`config.mk`:
```
export PLATFORM = sky130hd
export DESIGN_NAME = dds_sweep_ctrl
export DESIGN_NICKNAME = d
export VERILOG_FILES = /design/src/rtl/dds_sweep_ctrl.sv
export SDC_FILE = /design/constraint.sdc
export NUM_CORES = 1
export LEC_CHECK = 0
export ABC_AREA = 1
export CAP_MARGIN = 20
export CORE_MARGIN = 2
export CORE_UTILIZATION = 60
export DETAILED_ROUTE_END_ITERATION = 8
export DONT_BUFFER_PORTS = 1
export PLACE_DENSITY = 0.85
export REMOVE_ABC_BUFFERS = 1
export SYNTH_ARGS = -nofsm -noshare
export SYNTH_HDL_FRONTEND = slang
export SYNTH_SLANG_ARGS = --single-unit
```
`constraint.sdc`:
```
create_clock -name clk -period 4.75 [get_ports clk]
set_input_delay 0.2375 -clock clk [delete_from_list [all_inputs] [get_ports clk]]
set_output_delay 0.2375 -clock clk [all_outputs]
set_load 0.02 [all_outputs]
```
`src/rtl/dds_sweep_ctrl.sv`:
```
// dds_sweep_ctrl: frequency sweep controller feeding a DDS tuning word.
// Steps the tuning word from f_start towards f_stop, holding each value for
// 'dwell' sample strobes. Optional up/down triangle sweep when the macro
// DDS_SWEEP_CONT_EN is defined; otherwise mode is ignored and dir is 0.
// Ports:
//   clk, rst_n          clock, asynchronous active-low reset
//   sample_ce           sample strobe (shared with DDS ce / I2S tx_rd_en)
//   start, abort        single-cycle sweep start / abort requests
//   mode                0 = single up-sweep, 1 = continuous triangle
//   f_start, f_stop     sweep limits (unsigned tuning words)
//   step, dwell         increment per step, strobes held per value
//   tuning_word         registered tuning word to the DDS
//   busy, done, dir     sweep active, completion pulse, 1 = descending
module dds_sweep_ctrl #(
   parameter int unsigned TW  = 16,
   parameter int unsigned DWW = 16
) (
   input  logic           clk,
   input  logic           rst_n,
   input  logic           sample_ce,
   input  logic           start,
   input  logic           abort,
   input  logic           mode,
   input  logic [TW-1:0]  f_start,
   input  logic [TW-1:0]  f_stop,
   input  logic [TW-1:0]  step,
   input  logic [DWW-1:0] dwell,
   output logic [TW-1:0]  tuning_word,
   output logic           busy,
   output logic           done,
   output logic           dir
);

`ifdef DDS_SWEEP_CONT_EN
   typedef enum logic [1:0] {IDLE = 2'd0, UP = 2'd1, DOWN = 2'd2} state_e;
`else
   typedef enum logic [1:0] {IDLE = 2'd0, UP = 2'd1} state_e;
`endif

   state_e          state_q, state_d;
   logic [TW-1:0]   tw_q, tw_d;
   logic [DWW-1:0]  cnt_q, cnt_d;
   logic            busy_q, busy_d;
   logic            done_q, done_d;
   logic [TW-1:0]   f_start_q, f_start_d;
   logic [TW-1:0]   f_stop_q, f_stop_d;
   logic [TW-1:0]   step_q, step_d;
   logic [DWW-1:0]  dwell_q, dwell_d;
   logic [DWW-1:0]  cnt_inc;
   logic            dwell_hit;
   logic [TW:0]     up_sum;
`ifdef DDS_SWEEP_CONT_EN
   logic            mode_q, mode_d;
   logic            dir_q, dir_d;
   logic [TW:0]     dn_diff;
`else
   logic            unused_mode;
   assign unused_mode = mode;
`endif

   // State and datapath registers
   always_ff @(posedge clk or negedge rst_n) begin
      if (!rst_n) begin
         state_q   <= IDLE;
         tw_q      <= '0;
         cnt_q     <= '0;
         busy_q    <= 1'b0;
         done_q    <= 1'b0;
         f_start_q <= '0;
         f_stop_q  <= '0;
         step_q    <= '0;
         dwell_q   <= '0;
`ifdef DDS_SWEEP_CONT_EN
         mode_q    <= 1'b0;
         dir_q     <= 1'b0;
`endif
      end else begin
         state_q   <= state_d;
         tw_q      <= tw_d;
         cnt_q     <= cnt_d;
         busy_q    <= busy_d;
         done_q    <= done_d;
         f_start_q <= f_start_d;
         f_stop_q  <= f_stop_d;
         step_q    <= step_d;
         dwell_q   <= dwell_d;
`ifdef DDS_SWEEP_CONT_EN
         mode_q    <= mode_d;
         dir_q     <= dir_d;
`endif
      end
   end

   // Next-state and datapath logic
   always_comb begin
      state_d   = state_q;
      tw_d      = tw_q;
      cnt_d     = cnt_q;
      busy_d    = busy_q;
      done_d    = 1'b0;
      f_start_d = f_start_q;
      f_stop_d  = f_stop_q;
      step_d    = step_q;
      dwell_d   = dwell_q;
`ifdef DDS_SWEEP_CONT_EN
      mode_d    = mode_q;
      dir_d     = dir_q;
      dn_diff   = {1'b0, tw_q} - {1'b0, step_q};
`endif
      cnt_inc   = cnt_q + DWW'(1);
      dwell_hit = (cnt_inc == dwell_q);
      up_sum    = {1'b0, tw_q} + {1'b0, step_q};

      unique case (state_q)
         IDLE: begin
            // abort wins over a coincident start, which then does nothing
            if (start && !abort) begin
               f_start_d = f_start;
               f_stop_d  = f_stop;
               step_d    = (step == '0) ? TW'(1) : step;
               dwell_d   = (dwell == '0) ? DWW'(1) : dwell;
`ifdef DDS_SWEEP_CONT_EN
               // a degenerate range finishes after one dwell, so never turns
               mode_d    = mode && (f_start < f_stop);
               dir_d     = 1'b0;
`endif
               tw_d      = f_start;
               cnt_d     = '0;
               busy_d    = 1'b1;
               state_d   = UP;
            end
         end
         UP: begin
            if (abort) begin
               state_d = IDLE;
               busy_d  = 1'b0;
               done_d  = 1'b1;
               cnt_d   = '0;
            end else if (sample_ce) begin
               if (!dwell_hit) begin
                  cnt_d = cnt_inc;
               end else begin
                  cnt_d = '0;
                  if (tw_q >= f_stop_q) begin
`ifdef DDS_SWEEP_CONT_EN
                     if (mode_q) begin
                        state_d = DOWN;
                        dir_d   = 1'b1;
                     end else begin
                        state_d = IDLE;
                        busy_d  = 1'b0;
                        done_d  = 1'b1;
                     end
`else
                     state_d = IDLE;
                     busy_d  = 1'b0;
                     done_d  = 1'b1;
`endif
                  end else if (up_sum >= {1'b0, f_stop_q}) begin
                     tw_d = f_stop_q;
                  end else begin
                     tw_d = up_sum[TW-1:0];
                  end
               end
            end
         end
`ifdef DDS_SWEEP_CONT_EN
         DOWN: begin
            if (abort) begin
               state_d = IDLE;
               busy_d  = 1'b0;
               done_d  = 1'b1;
               dir_d   = 1'b0;
               cnt_d   = '0;
            end else if (sample_ce) begin
               if (!dwell_hit) begin
                  cnt_d = cnt_inc;
               end else begin
                  cnt_d = '0;
                  if (tw_q <= f_start_q) begin
                     // turn-around holds the word; no advance on this expiry
                     state_d = UP;
                     dir_d   = 1'b0;
                  end else if ($signed(dn_diff) <= $signed({1'b0, f_start_q})) begin
                     tw_d = f_start_q;
                  end else begin
                     tw_d = dn_diff[TW-1:0];
                  end
               end
            end
         end
`endif
         default: begin
            state_d = IDLE;
            busy_d  = 1'b0;
         end
      endcase
   end

   assign tuning_word = tw_q;
   assign busy        = busy_q;
   assign done        = done_q;
`ifdef DDS_SWEEP_CONT_EN
   assign dir         = dir_q;
`else
   assign dir         = 1'b0;
`endif

endmodule
```
==> results.txt, run 1 <==
----------------------------------------------------
[Setup path]
  Worst path slowest cell ... sky130_fd_sc_hd__nand2_1
  Peak fanout along the critical path ... 17
  Type of the worst setup path ... reg -> reg
  Sort of element at the start of the critical path ... flip-flop
  Worst reg2reg endpoint ... tuning_word[9]
  R2r setup slk ... ~460 ps
  CP Cell Sequence ... ha_1, fa_1, nand3_1, nand3_1, a21o_1, nand4_1, nand3_1, nand2_1, inv_1, ha_1, nand2_1, inv_1, nand4_1, o31ai_1, nor2_2, nand2_1, nand2_1, nand3_1, nand2_1, nand2_1, nand2_1
  Combined buffer and inverter count along the critical path ... 2
  Endpoint type of the worst setup path ... flip-flop
  Crit-path most repeated cell ... sky130_fd_sc_hd__nand2_1
  WP data required ... approximately 5100 ps
  Delay-heaviest family, CP ... simple AND/OR/NAND/NOR gates
  Endpoint arrival time on the critical path ... between 4000 and 5000 ps
  Delay of the slowest critical-path stage ... 580 ps
  R2R depth ... 21
  Launch point of the worst reg-to-reg path ... tuning_word[0]

[Synth]
  Fraction of the yosys area taken by sequential cells ... 34.0%
  Ys async rst share ... 100%
  Main flop type after synthesis ... sky130_fd_sc_hd__dfrtp_1
  Synthesized netlist cell count ... 872
  Number of register bits inferred by synthesis ... between 80 and 90
  Number of warnings printed during yosys synthesis ... 0
  Number of unique standard cell types used by synthesis ... 40
  Synthesized area per cell ... 6.92 um^2
  Number of enable flip-flop cells after synthesis ... 0
  Synthesized cell area ... around 0.0060 mm^2

[Floorplanning]
  Die Y ... 104 um
  Std-Cell Core Area ... slightly below 0.01 mm^2
  Area of the die ... about 0.011 mm^2
  Effective utilization at floorplan ... about three fifths
  DIE WIDTH ... 104 um
  Num ports ... between 80 and 90
  Number of placement rows ... 36

[Timing]
  Timing-limited maximum frequency ... roughly 230 MHz
  RSZ-0062 raised after global routing ... no
  Slew at the pin closest to its max-slew limit ... 952 ps
  Period utilisation layout ... between 90 and 100%
  Setup Total Neg Slack ... 0 ps
  Setup violators final ... 0
  Final Slew Violations ... 0
  Fin crit period ... ~4300 ps
  Slew headroom ... between 30% and 40%
  Number of failing hold endpoints at the final stage ... 0
  Clock skew ... roughly 9.3 ps

[Finish]
  Count of fill cells added during filler insertion ... between 800 and 900
  Share of final-layout standard cells stronger than drive strength 1 ... 4.97%
  Antenna cells ... 0
  Area of the multi-input gates ... between 0.003 and 0.004 mm^2
  Area overhead of the layout relative to synthesis ... 11.4%
  Net total in the final layout ... around 1,000
  Most common library cell in the layout ignoring fill and taps ... sky130_fd_sc_hd__nand2_1
  Most used cells in the layout excluding fill and tap cells ... sky130_fd_sc_hd__nand2_1 (317), sky130_fd_sc_hd__inv_1 (93), sky130_fd_sc_hd__nand3_1 (91)
  Area of all placed cells without fillers ... 0.00673 mm^2
  FF+latch area ... between 0.002 and 0.0025 mm^2

[Detailed routing]
  First-iteration detailed-routing DRC count ... roughly 310
  Post-route ant nets ... 0
  Number of design rule violations left after detail routing ... 0
  Vias/cell ... 5.50
  Via count ... between 5,000 and 6,000
  Avg WL per Cell ... about 15 um
  Pre-antenna DRT Iters ... 5
  Sum of routed wire length over all layers ... around 16,000 um

[CTS]
  H-Tree Level Count ... 3
  Hold buffers post-CTS ... 38
  Resize count post-CTS ... 0
  CTS tree ... yes
  Total clock sinks ... slightly above 80
  Buffers from clock root to sink, at most ... 2
  Post-CTS Setup Repair Bufs ... 0
  Source-to-sink clock delay at the later pin of the worst-skew pair ... between 300 and 400 ps
  Clock transition at path regs ... about 80 ps
  Clk Tree Root Cell ... sky130_fd_sc_hd__clkbuf_8
  Total CTS buffers ... 9

[Global route]
  Pin count of the biggest net entering global routing ... 83
  Total global-route track usage ... between 20% and 30%
  Leftover overflow at the end of global routing ... 0
  First-pass GRT wire length ... 26,300 um
  Via count of the first global-routing pass ... 5,648
  Initial antenna violation count ... 0

[Hold path]
  Worst Hold Depth ... 2
  Min-Delay Startpoint ... dwell[11]
  Worst min-delay path endpoint ... dwell_q[11]
  Hold Path Class ... in -> reg

[Place]
  Final weighted congestion of routability-driven global placement ... around 0.91
  Count of buffers from port buffering ... 0
  Placed instance area ... 0.00612 mm^2
  Detail Placement HPWL ... 10,900 um

[Power]
  Maximum resistive drop on vdd ... around 0.0005 V
  Leak ... about 3.5 nW
  Power density over cell area ... ~750 mW/mm^2

[Flow run]
  Maximum capacitance violations ... 0

[Run status]
  Outcome ... completed

----------------------------------------------------
[metal layers]
metal / GRT usage [%] / vias to the layer above / share of wire (%)
met5: 0 / - / 0
met4: 10.6 / 0 / 2.0
met3: 6.02 / 24 / 7.1
met2: 51.8 / 190 / 50
met1: 37.1 / 2595 / 41
li1: - / 2897 / -
[Yosys cell counts (all sizes together), types with 2 or more instances]
library cell    n  area share (%)
o21a            3            0.37
o21bai          3            0.37
dfrtp          82              34
o21ai          51             4.4
nand3b          6            0.75
nand2         325              21
nor2           41             3.1
or2             2            0.21
ha             49              10
nand3          93             7.8
clkbuf         17             1.1
nor4            8            0.83
nor3            5            0.68
nand4          24             2.7
a21oi          40             3.3
buf             8            0.81
inv            95             5.9
xor2           12             1.7
[layout make-up]
class | count | share of cell area, %
sequential | 82 | 30.5
clock inverter | 5 | 0.837
inverter | 95 | 5.30
timing repair buffer | 43 | 6.66
tap | 133 | 2.47
clock buffer | 10 | 1.90
multi-input combinational | 670 | 52.3
[worst max-delay path by stage]
stage,startpoint,end,cells after the start
after floorplan,tuning_word[0],tuning_word[0],24
after global placement,tuning_word[0],tuning_word[7],22
after detailed placement,tuning_word[0],tuning_word[9],22
after CTS,tuning_word[0],tuning_word[9],22
after global routing,tuning_word[0],tuning_word[9],22
final,tuning_word[0],tuning_word[9],21
[flip-flops by register name (all words and copies together), names as in the netlist]
name,cells
done,1
busy,1
f_stop_q,16
step_q,16
cnt_q,16
tuning_word,16
dwell_q,16
[logic make-up after synthesis]
kind of cell / synth area share (%)
buffers and inverters: 7.77
AO/OA/AOI/OAI: 8.93
AND/OR/NAND/NOR: 36.9
XOR/XNOR: 1.89
flip-flops: 34.0
adder cells (fa/ha/maj): 10.5
other: 0.0621
[power by group]
| group | total [mW] | internal [mW] | switching (mW) |
|---|---|---|---|
| clock network | 0.510 | 0.239 | 0.270 |
| logic | 3.22 | 1.19 | 2.03 |
| registers | 1.31 | 0.968 | 0.347 |
[stage by stage]
| stage | utilization [%] | worst slack (ps) | instances | power [mW] | hold slack, ps |
|---|---|---|---|---|---|
| after floorplan | - | 1170 | 847 | 3.69 | -58.1 |
| after global placement | 62.6 | 610 | 983 | 4.36 | -54.7 |
| after detailed placement | 62.6 | 516 | 983 | 4.46 | -54.5 |
| after CTS | 68.5 | 487 | 1036 | 5.03 | 1.21 |
| after global routing | 68.8 | 58.3 | 1038 | 5.63 | 4.10 |
| final | 68.8 | 459 | 1038 | 5.05 | 7.47 |
(Power assumes the default switching activity.)
==> run 2: changes to the inputs <==
--- a/config.mk
+++ b/config.mk
@@ -11,8 +11,10 @@
 export CORE_UTILIZATION = 60
 export DETAILED_ROUTE_END_ITERATION = 8
 export DONT_BUFFER_PORTS = 1
+export MAX_ROUTING_LAYER = met4
 export PLACE_DENSITY = 0.85
 export REMOVE_ABC_BUFFERS = 1
+export SKIP_CTS_REPAIR_TIMING = 1
 export SYNTH_ARGS = -nofsm -noshare
 export SYNTH_HDL_FRONTEND = slang
 export SYNTH_SLANG_ARGS = --single-unit
==> run 2 against run 1 <==
  * The flow now finishes with violations (negative hold slack)
  * Non-clock buffer count down 11
  * Combinational power is 2% higher
  * Clock skew rose by 7.2 ps
  * Sequential cell count did not move
  * Maximum frequency is 0.54% lower
  * Worst setup slack worse by 23 ps
  * Power grew 1.8%
  * Largest power group unchanged
==> results.txt, run 2 (synthesis results as in run 1) <==
----------------------------------------------------
[Power]
  Power density over cell area ... 774 mW/mm^2 (was 751 mW/mm^2)
  Power after layout ... 5.14 mW (was 5.05 mW)
  Maximum resistive drop on vdd ... 0.000538 V (was 0.000510 V)
  Leak ... 3.44 nW (was 3.48 nW)

[Floorplanning]
  Number of placement rows ... 36 (unchanged)
  DIE WIDTH ... 104 um (unchanged)
  Die Y ... 104 um (unchanged)
  Effective utilization at floorplan ... 61.8% (unchanged)
  Num ports ... 89 (unchanged)
  Area of the die ... 0.0109 mm^2 (unchanged)
  Std-Cell Core Area ... 0.00977 mm^2 (unchanged)

[Place]
  Count of buffers from port buffering ... 0 (unchanged)
  Final weighted congestion of routability-driven global placement ... 0.932 (was 0.913)
  Detail Placement HPWL ... 11,000 um (was 10,900 um)

[Detailed routing]
  First-iteration detailed-routing DRC count ... 320 (was 312)
  Vias/cell ... 5.59 (was 5.50)
  Sum of routed wire length over all layers ... 15,600 um (was 15,500 um)
  Pre-antenna DRT Iters ... 7 (was 5)
  Avg WL per Cell ... 15.2 um (was 14.9 um)
  Via count ... 5,738 (was 5,706)
  Post-route ant nets ... 0 (unchanged)
  Number of design rule violations left after detail routing ... 0 (unchanged)

[CTS]
  Clock transition at path regs ... 80 ps (about the same)
  CTS tree ... yes (unchanged)
  Clk Tree Root Cell ... sky130_fd_sc_hd__clkbuf_8 (unchanged)
  Total CTS buffers ... 9 (unchanged)
  Total clock sinks ... 82 (unchanged)
  Buffers from clock root to sink, at most ... 2 (unchanged)
  H-Tree Level Count ... 3 (unchanged)
  Source-to-sink clock delay at the later pin of the worst-skew pair ... 370 ps (about the same)

[Timing]
  Final Slew Violations ... 0 (unchanged)
  Fin crit period ... 4310 ps (was 4290 ps)
  Setup violators final ... 0 (unchanged)
  Setup Total Neg Slack ... 0 ps (unchanged)
  Slew headroom ... 34.1% (was 36.6%)
  Worst Hold Slack ... -5.94 ps (was 7.47 ps)
  Slew at the pin closest to its max-slew limit ... 989 ps (was 952 ps)
  Clock skew ... 16.5 ps (was 9.25 ps)
  Period utilisation layout ... 90.8% (was 90.3%)
  RSZ-0062 raised after global routing ... no (unchanged)
  Number of failing hold endpoints at the final stage ... 5 (was 0)
  Timing-limited maximum frequency ... 232 MHz (was 233 MHz)

[Finish]
  Most common library cell in the layout ignoring fill and taps ... sky130_fd_sc_hd__nand2_1 (unchanged)
  Antenna cells ... 0 (unchanged)
  Area overhead of the layout relative to synthesis ... 10.1% (was 11.4%)
  Count of fill cells added during filler insertion ... 862 (was 843)
  Most used cells in the layout excluding fill and tap cells ... sky130_fd_sc_hd__nand2_1 (317), sky130_fd_sc_hd__inv_1 (93), sky130_fd_sc_hd__nand3_1 (91) (unchanged)
  FF+latch area ... 0.00205 mm^2 (unchanged)
  Share of final-layout standard cells stronger than drive strength 1 ... 5.03% (was 4.97%)
  Area of the multi-input gates ... 0.00352 mm^2 (unchanged)
  Net total in the final layout ... 1,010 (was 1,021)

[Hold path]
  Worst min-delay path endpoint ... f_stop_q[0] (was dwell_q[11])
  Worst Hold Depth ... 2 (unchanged)
  Hold Path Class ... in -> reg (unchanged)
  Min-Delay Startpoint ... f_stop[0] (was dwell[11])

[Global route]
  First-pass GRT wire length ... 25,200 um (was 26,300 um)
  Pin count of the biggest net entering global routing ... 83 (unchanged)
  Leftover overflow at the end of global routing ... 0 (unchanged)
  Via count of the first global-routing pass ... 5,366 (was 5,648)
  Initial antenna violation count ... 0 (unchanged)
  Total global-route track usage ... 29.6% (was 29.9%)

[Setup path]
  Delay of the slowest critical-path stage ... 580 ps (about the same)
  Worst path slowest cell ... sky130_fd_sc_hd__nand2_1 (unchanged)
  Crit-path most repeated cell ... sky130_fd_sc_hd__nand2_1 (unchanged)
  R2r setup slk ... 440 ps (was 460 ps)
  Peak fanout along the critical path ... 17 (unchanged)
  Sort of element at the start of the critical path ... flip-flop (unchanged)
  Combined buffer and inverter count along the critical path ... 1 (was 2)
  WP data required ... 5060 ps (about the same)
  Worst reg2reg endpoint ... tuning_word[4] (was tuning_word[9])
  Delay-heaviest family, CP ... simple AND/OR/NAND/NOR gates (unchanged)
  Launch point of the worst reg-to-reg path ... tuning_word[0] (unchanged)
  R2R depth ... 22 (was 21)
  CP Cell Sequence ... ha_1, fa_1, nand3_1, nand3_1, nand3_1, nand2_1, nand2_1, nand2_1, xor2_1, inv_1, ha_1, nand2_1, nor2_1, nand2_1, o31ai_1, nor2_2, nand2_1, nand2_1, nand3_1, nand2_1, nand2_1, nand2_1 (was ha_1, fa_1, nand3_1, nand3_1, a21o_1, nand4_1, nand3_1, nand2_1, inv_1, ha_1, nand2_1, inv_1, nand4_1, o31ai_1, nor2_2, nand2_1, nand2_1, nand3_1, nand2_1, nand2_1, nand2_1)
  Endpoint arrival time on the critical path ... 4620 ps (was 4600 ps)
  Type of the worst setup path ... reg -> reg (unchanged)
  Endpoint type of the worst setup path ... flip-flop (unchanged)

[Run status]
  Violations in the final reports ... negative hold slack
  Outcome ... finished, violations left (was completed)

[Flow run]
  Maximum capacitance violations ... 0 (unchanged)

----------------------------------------------------
-- run 2: worst max-delay path by stage --
| stage | from | endpoint | depth (start not counted) |
|---|---|---|---|
| after floorplan | tuning_word[0] | tuning_word[0] | 24 |
| final | tuning_word[0] | tuning_word[4] | 22 |
| after CTS | tuning_word[0] | tuning_word[4] | 22 |
| after global routing | tuning_word[0] | tuning_word[6] | 22 |
| after global placement | tuning_word[0] | tuning_word[7] | 22 |
| after detailed placement | tuning_word[0] | tuning_word[0] | 22 |
-- run 2: layout make-up --
type / count / share of cell area (%)
multi-input cells: 670 / 53.0
clock buffers: 10 / 1.92
inverters: 95 / 5.37
repair buffers: 32 / 5.14
clock inverters: 5 / 1.21
well taps: 133 / 2.50
flip-flops and latches: 82 / 30.9
-- run 2: per-layer routing --
| layer | global-route usage, % | routed length [um] |
|---|---|---|
| met2 | 49.3 | 7830 |
| met1 | 36.4 | 6550 |
| met3 | 6.52 | 1020 |
| met5 | - | 0 |
| met4 | 7.92 | 244 |
-- run 2: metrics by stage --
step                cells  instance area, um^2  setup WS [ps]  hold slack, ps  util, %
floorplan             847                 5920           1170           -58.1        -
global placement      983                 6120            584           -55.8     62.6
detailed placement    984                 6130            525           -54.8     62.7
CTS                   999                 6340            494            -456     64.8
global route         1027                 6640           59.2            4.69     68.0
finish               1027                 6640            436           -5.94     68.0
-- run 2: power by group --
group	internal [mW]	total, mW	switching (mW)
registers	0.968	1.31	0.347
logic	1.20	3.27	2.07
clock network	0.293	0.562	0.269
total	2.46	5.14	2.69
==> run 3: changes to the inputs <==
--- a/config.mk
+++ b/config.mk
@@ -13,6 +13,7 @@
 export DONT_BUFFER_PORTS = 1
 export MAX_ROUTING_LAYER = met4
 export PLACE_DENSITY = 0.85
+export RECOVER_POWER = 50
 export REMOVE_ABC_BUFFERS = 1
 export SKIP_CTS_REPAIR_TIMING = 1
 export SYNTH_ARGS = -nofsm -noshare
==> run 3 against run 2 <==
  * Utilization is 0.15 points lower
  * The run ends with negative hold slack, max-capacitance violations, max-slew violations left
  * Sequential power about the same
  * Critical endpoint unchanged
  * Cell count stayed put
  * Maximum frequency about the same
  * Sequential share of layout area rose by 0.070 points
==> results.txt, run 3 (synthesis results as in run 1) <==
----------------------------------------------------
[Run status]
  Outcome ... finished, violations left (unchanged)
  Violations in the final reports ... negative hold slack, max-capacitance violations, max-slew violations (was negative hold slack)

[Finish]
  Count of fill cells added during filler insertion ... 864 (was 862)
  Area of the multi-input gates ... 0.00352 mm^2 (unchanged)
  FF+latch area ... 0.00205 mm^2 (unchanged)
  Area overhead of the layout relative to synthesis ... 9.83% (was 10.1%)
  Most used cells in the layout excluding fill and tap cells ... sky130_fd_sc_hd__nand2_1 (317), sky130_fd_sc_hd__inv_1 (93), sky130_fd_sc_hd__nand3_1 (91) (unchanged)
  Share of the core filled with cells ... 67.8% (was 68.0%)
  Most common library cell in the layout ignoring fill and taps ... sky130_fd_sc_hd__nand2_1 (unchanged)
  Share of final-layout standard cells stronger than drive strength 1 ... 4.92% (was 5.03%)
  Antenna cells ... 0 (unchanged)
  Net total in the final layout ... 1,010 (unchanged)

[Power]
  Leak ... 3.44 nW (about the same)
  Maximum resistive drop on vdd ... 0.000539 V (was 0.000538 V)
  Power after layout ... 5.14 mW (about the same)
  Power density over cell area ... 776 mW/mm^2 (was 774 mW/mm^2)

[Detailed routing]
  Sum of routed wire length over all layers ... 15,700 um (was 15,600 um)
  Via count ... 5,737 (was 5,738)
  First-iteration detailed-routing DRC count ... 320 (unchanged)
  Post-route ant nets ... 0 (unchanged)
  Avg WL per Cell ... 15.2 um (about the same)
  Vias/cell ... 5.59 (about the same)
  Number of design rule violations left after detail routing ... 0 (unchanged)
  Pre-antenna DRT Iters ... 7 (unchanged)

[Global route]
  Total global-route track usage ... 29.6% (unchanged)
  Initial antenna violation count ... 0 (unchanged)
  Leftover overflow at the end of global routing ... 0 (unchanged)
  First-pass GRT wire length ... 25,200 um (unchanged)
  Pin count of the biggest net entering global routing ... 83 (unchanged)
  Via count of the first global-routing pass ... 5,366 (unchanged)

[Setup path]
  Worst reg2reg endpoint ... tuning_word[4] (unchanged)
  Worst setup path endpoint ... tuning_word[4] (unchanged)
  Timing startpoint of the critical path ... tuning_word[0] (unchanged)
  R2r setup slk ... 430 ps (was 440 ps)
  R2R depth ... 22 (unchanged)
  Sort of element at the start of the critical path ... flip-flop (unchanged)
  Endpoint arrival time on the critical path ... 4620 ps (about the same)
  WP data required ... 5060 ps (about the same)
  Launch point of the worst reg-to-reg path ... tuning_word[0] (unchanged)
  Type of the worst setup path ... reg -> reg (unchanged)
  Endpoint type of the worst setup path ... flip-flop (unchanged)
  Peak fanout along the critical path ... 17 (unchanged)

[Floorplanning]
  Num ports ... 89 (unchanged)
  Area of the die ... 0.0109 mm^2 (unchanged)
  Number of placement rows ... 36 (unchanged)
  Effective utilization at floorplan ... 61.8% (unchanged)
  DIE WIDTH ... 104 um (unchanged)
  Std-Cell Core Area ... 0.00977 mm^2 (unchanged)
  Die Y ... 104 um (unchanged)

[Timing]
  Final Slew Violations ... 83 (was 0)
  Number of failing hold endpoints at the final stage ... 4 (was 5)
  RSZ-0062 raised after global routing ... no (unchanged)
  Worst Hold Slack ... -6.21 ps (was -5.94 ps)
  Fin crit period ... 4320 ps (was 4310 ps)
  Setup violators final ... 0 (unchanged)
  Slew at the pin closest to its max-slew limit ... 3590 ps (was 989 ps)
  Setup Total Neg Slack ... 0 ps (unchanged)
  Period utilisation layout ... 90.9% (was 90.8%)
  Clock skew ... 16.2 ps (was 16.5 ps)
  Slew headroom ... -139% (was 34.1%)
  Timing-limited maximum frequency ... 232 MHz (about the same)

[Place]
  Detail Placement HPWL ... 11,000 um (unchanged)
  Count of buffers from port buffering ... 0 (unchanged)
  Final weighted congestion of routability-driven global placement ... 0.932 (unchanged)

[CTS]
  Clk Tree Root Cell ... sky130_fd_sc_hd__clkbuf_8 (unchanged)
  Buffers from clock root to sink, at most ... 2 (unchanged)
  Total CTS buffers ... 9 (unchanged)
  CTS tree ... yes (unchanged)
  Source-to-sink clock delay at the later pin of the worst-skew pair ... 370 ps (about the same)
  Clock transition at path regs ... 80 ps (about the same)
  H-Tree Level Count ... 3 (unchanged)
  Total clock sinks ... 82 (unchanged)

[Hold path]
  Worst Hold Depth ... 2 (unchanged)
  Hold Path Class ... in -> reg (unchanged)

[Flow run]
  Maximum capacitance violations ... 1 (was 0)

----------------------------------------------------
## run 3: cell types whose count changed in the layout (fill, tap and decap cells not counted), sizes merged
cell,previous run,this run
buf,6,5
dlymetal6s4s,0,1
## run 3: per-layer routing
metal	routed length (um)	GRT usage, %	up-vias
li1	-	-	2882
met1	6510	36.4	2635
met2	7840	49.3	198
met3	1060	6.52	22
met4	248	7.92	0
met5	0	-	-
## run 3: metrics by stage
step | setup slack (ps) | instances | instance area, um^2
2_1_floorplan | 1170 | 847 | 5920
3_3_place_gp | 584 | 983 | 6120
3_5_place_dp | 525 | 984 | 6130
4_1_cts | 494 | 999 | 6340
5_1_grt | 59.2 | 1027 | 6630
6_report | 433 | 1027 | 6630
## run 3: critical path, cell delays in order (launching register included)
cell and delay (ps):
sky130_fd_sc_hd__dfrtp_1 500, sky130_fd_sc_hd__ha_1 280, sky130_fd_sc_hd__fa_1 400, sky130_fd_sc_hd__nand3_1 80, sky130_fd_sc_hd__nand3_1 150, sky130_fd_sc_hd__nand3_1 110, sky130_fd_sc_hd__nand2_1 120, sky130_fd_sc_hd__nand2_1 80
sky130_fd_sc_hd__nand2_1 50, sky130_fd_sc_hd__xor2_1 200, sky130_fd_sc_hd__inv_1 70, sky130_fd_sc_hd__ha_1 290, sky130_fd_sc_hd__nand2_1 90, sky130_fd_sc_hd__nor2_1 60, sky130_fd_sc_hd__nand2_1 50, sky130_fd_sc_hd__o31ai_1 70
sky130_fd_sc_hd__nor2_2 550, sky130_fd_sc_hd__nand2_1 580, sky130_fd_sc_hd__nand2_1 190, sky130_fd_sc_hd__nand3_1 110, sky130_fd_sc_hd__nand2_1 110, sky130_fd_sc_hd__nand2_1 50, sky130_fd_sc_hd__nand2_1 70
## run 3: layout make-up
type	count	area share (%)
well taps	133	2.51
multi-input cells	670	53.1
inverters	95	5.38
flip-flops and latches	82	31.0
repair buffers	32	4.93
clock inverters	5	1.21
clock buffers	10	1.93
## run 3: report_power, final
| part | total, mW | switching [mW] | internal, mW |
|---|---|---|---|
| combinational | 3.27 | 2.07 | 1.20 |
| sequential | 1.31 | 0.347 | 0.968 |
| clock | 0.562 | 0.270 | 0.293 |
| total | 5.14 | 2.69 | 2.46 |
## run 3: worst min path at each step
stage | startpoint | to | slack, ps
5_1_grt | f_stop[12] | f_stop_q[12] | 5
3_5_place_dp | rst_n | dwell_q[10] | -50
6_report | f_stop[0] | f_stop_q[0] | -6
4_1_cts | rst_n | cnt_q[12] | -460
3_3_place_gp | rst_n | cnt_q[10] | -60
2_1_floorplan | rst_n | busy | -60
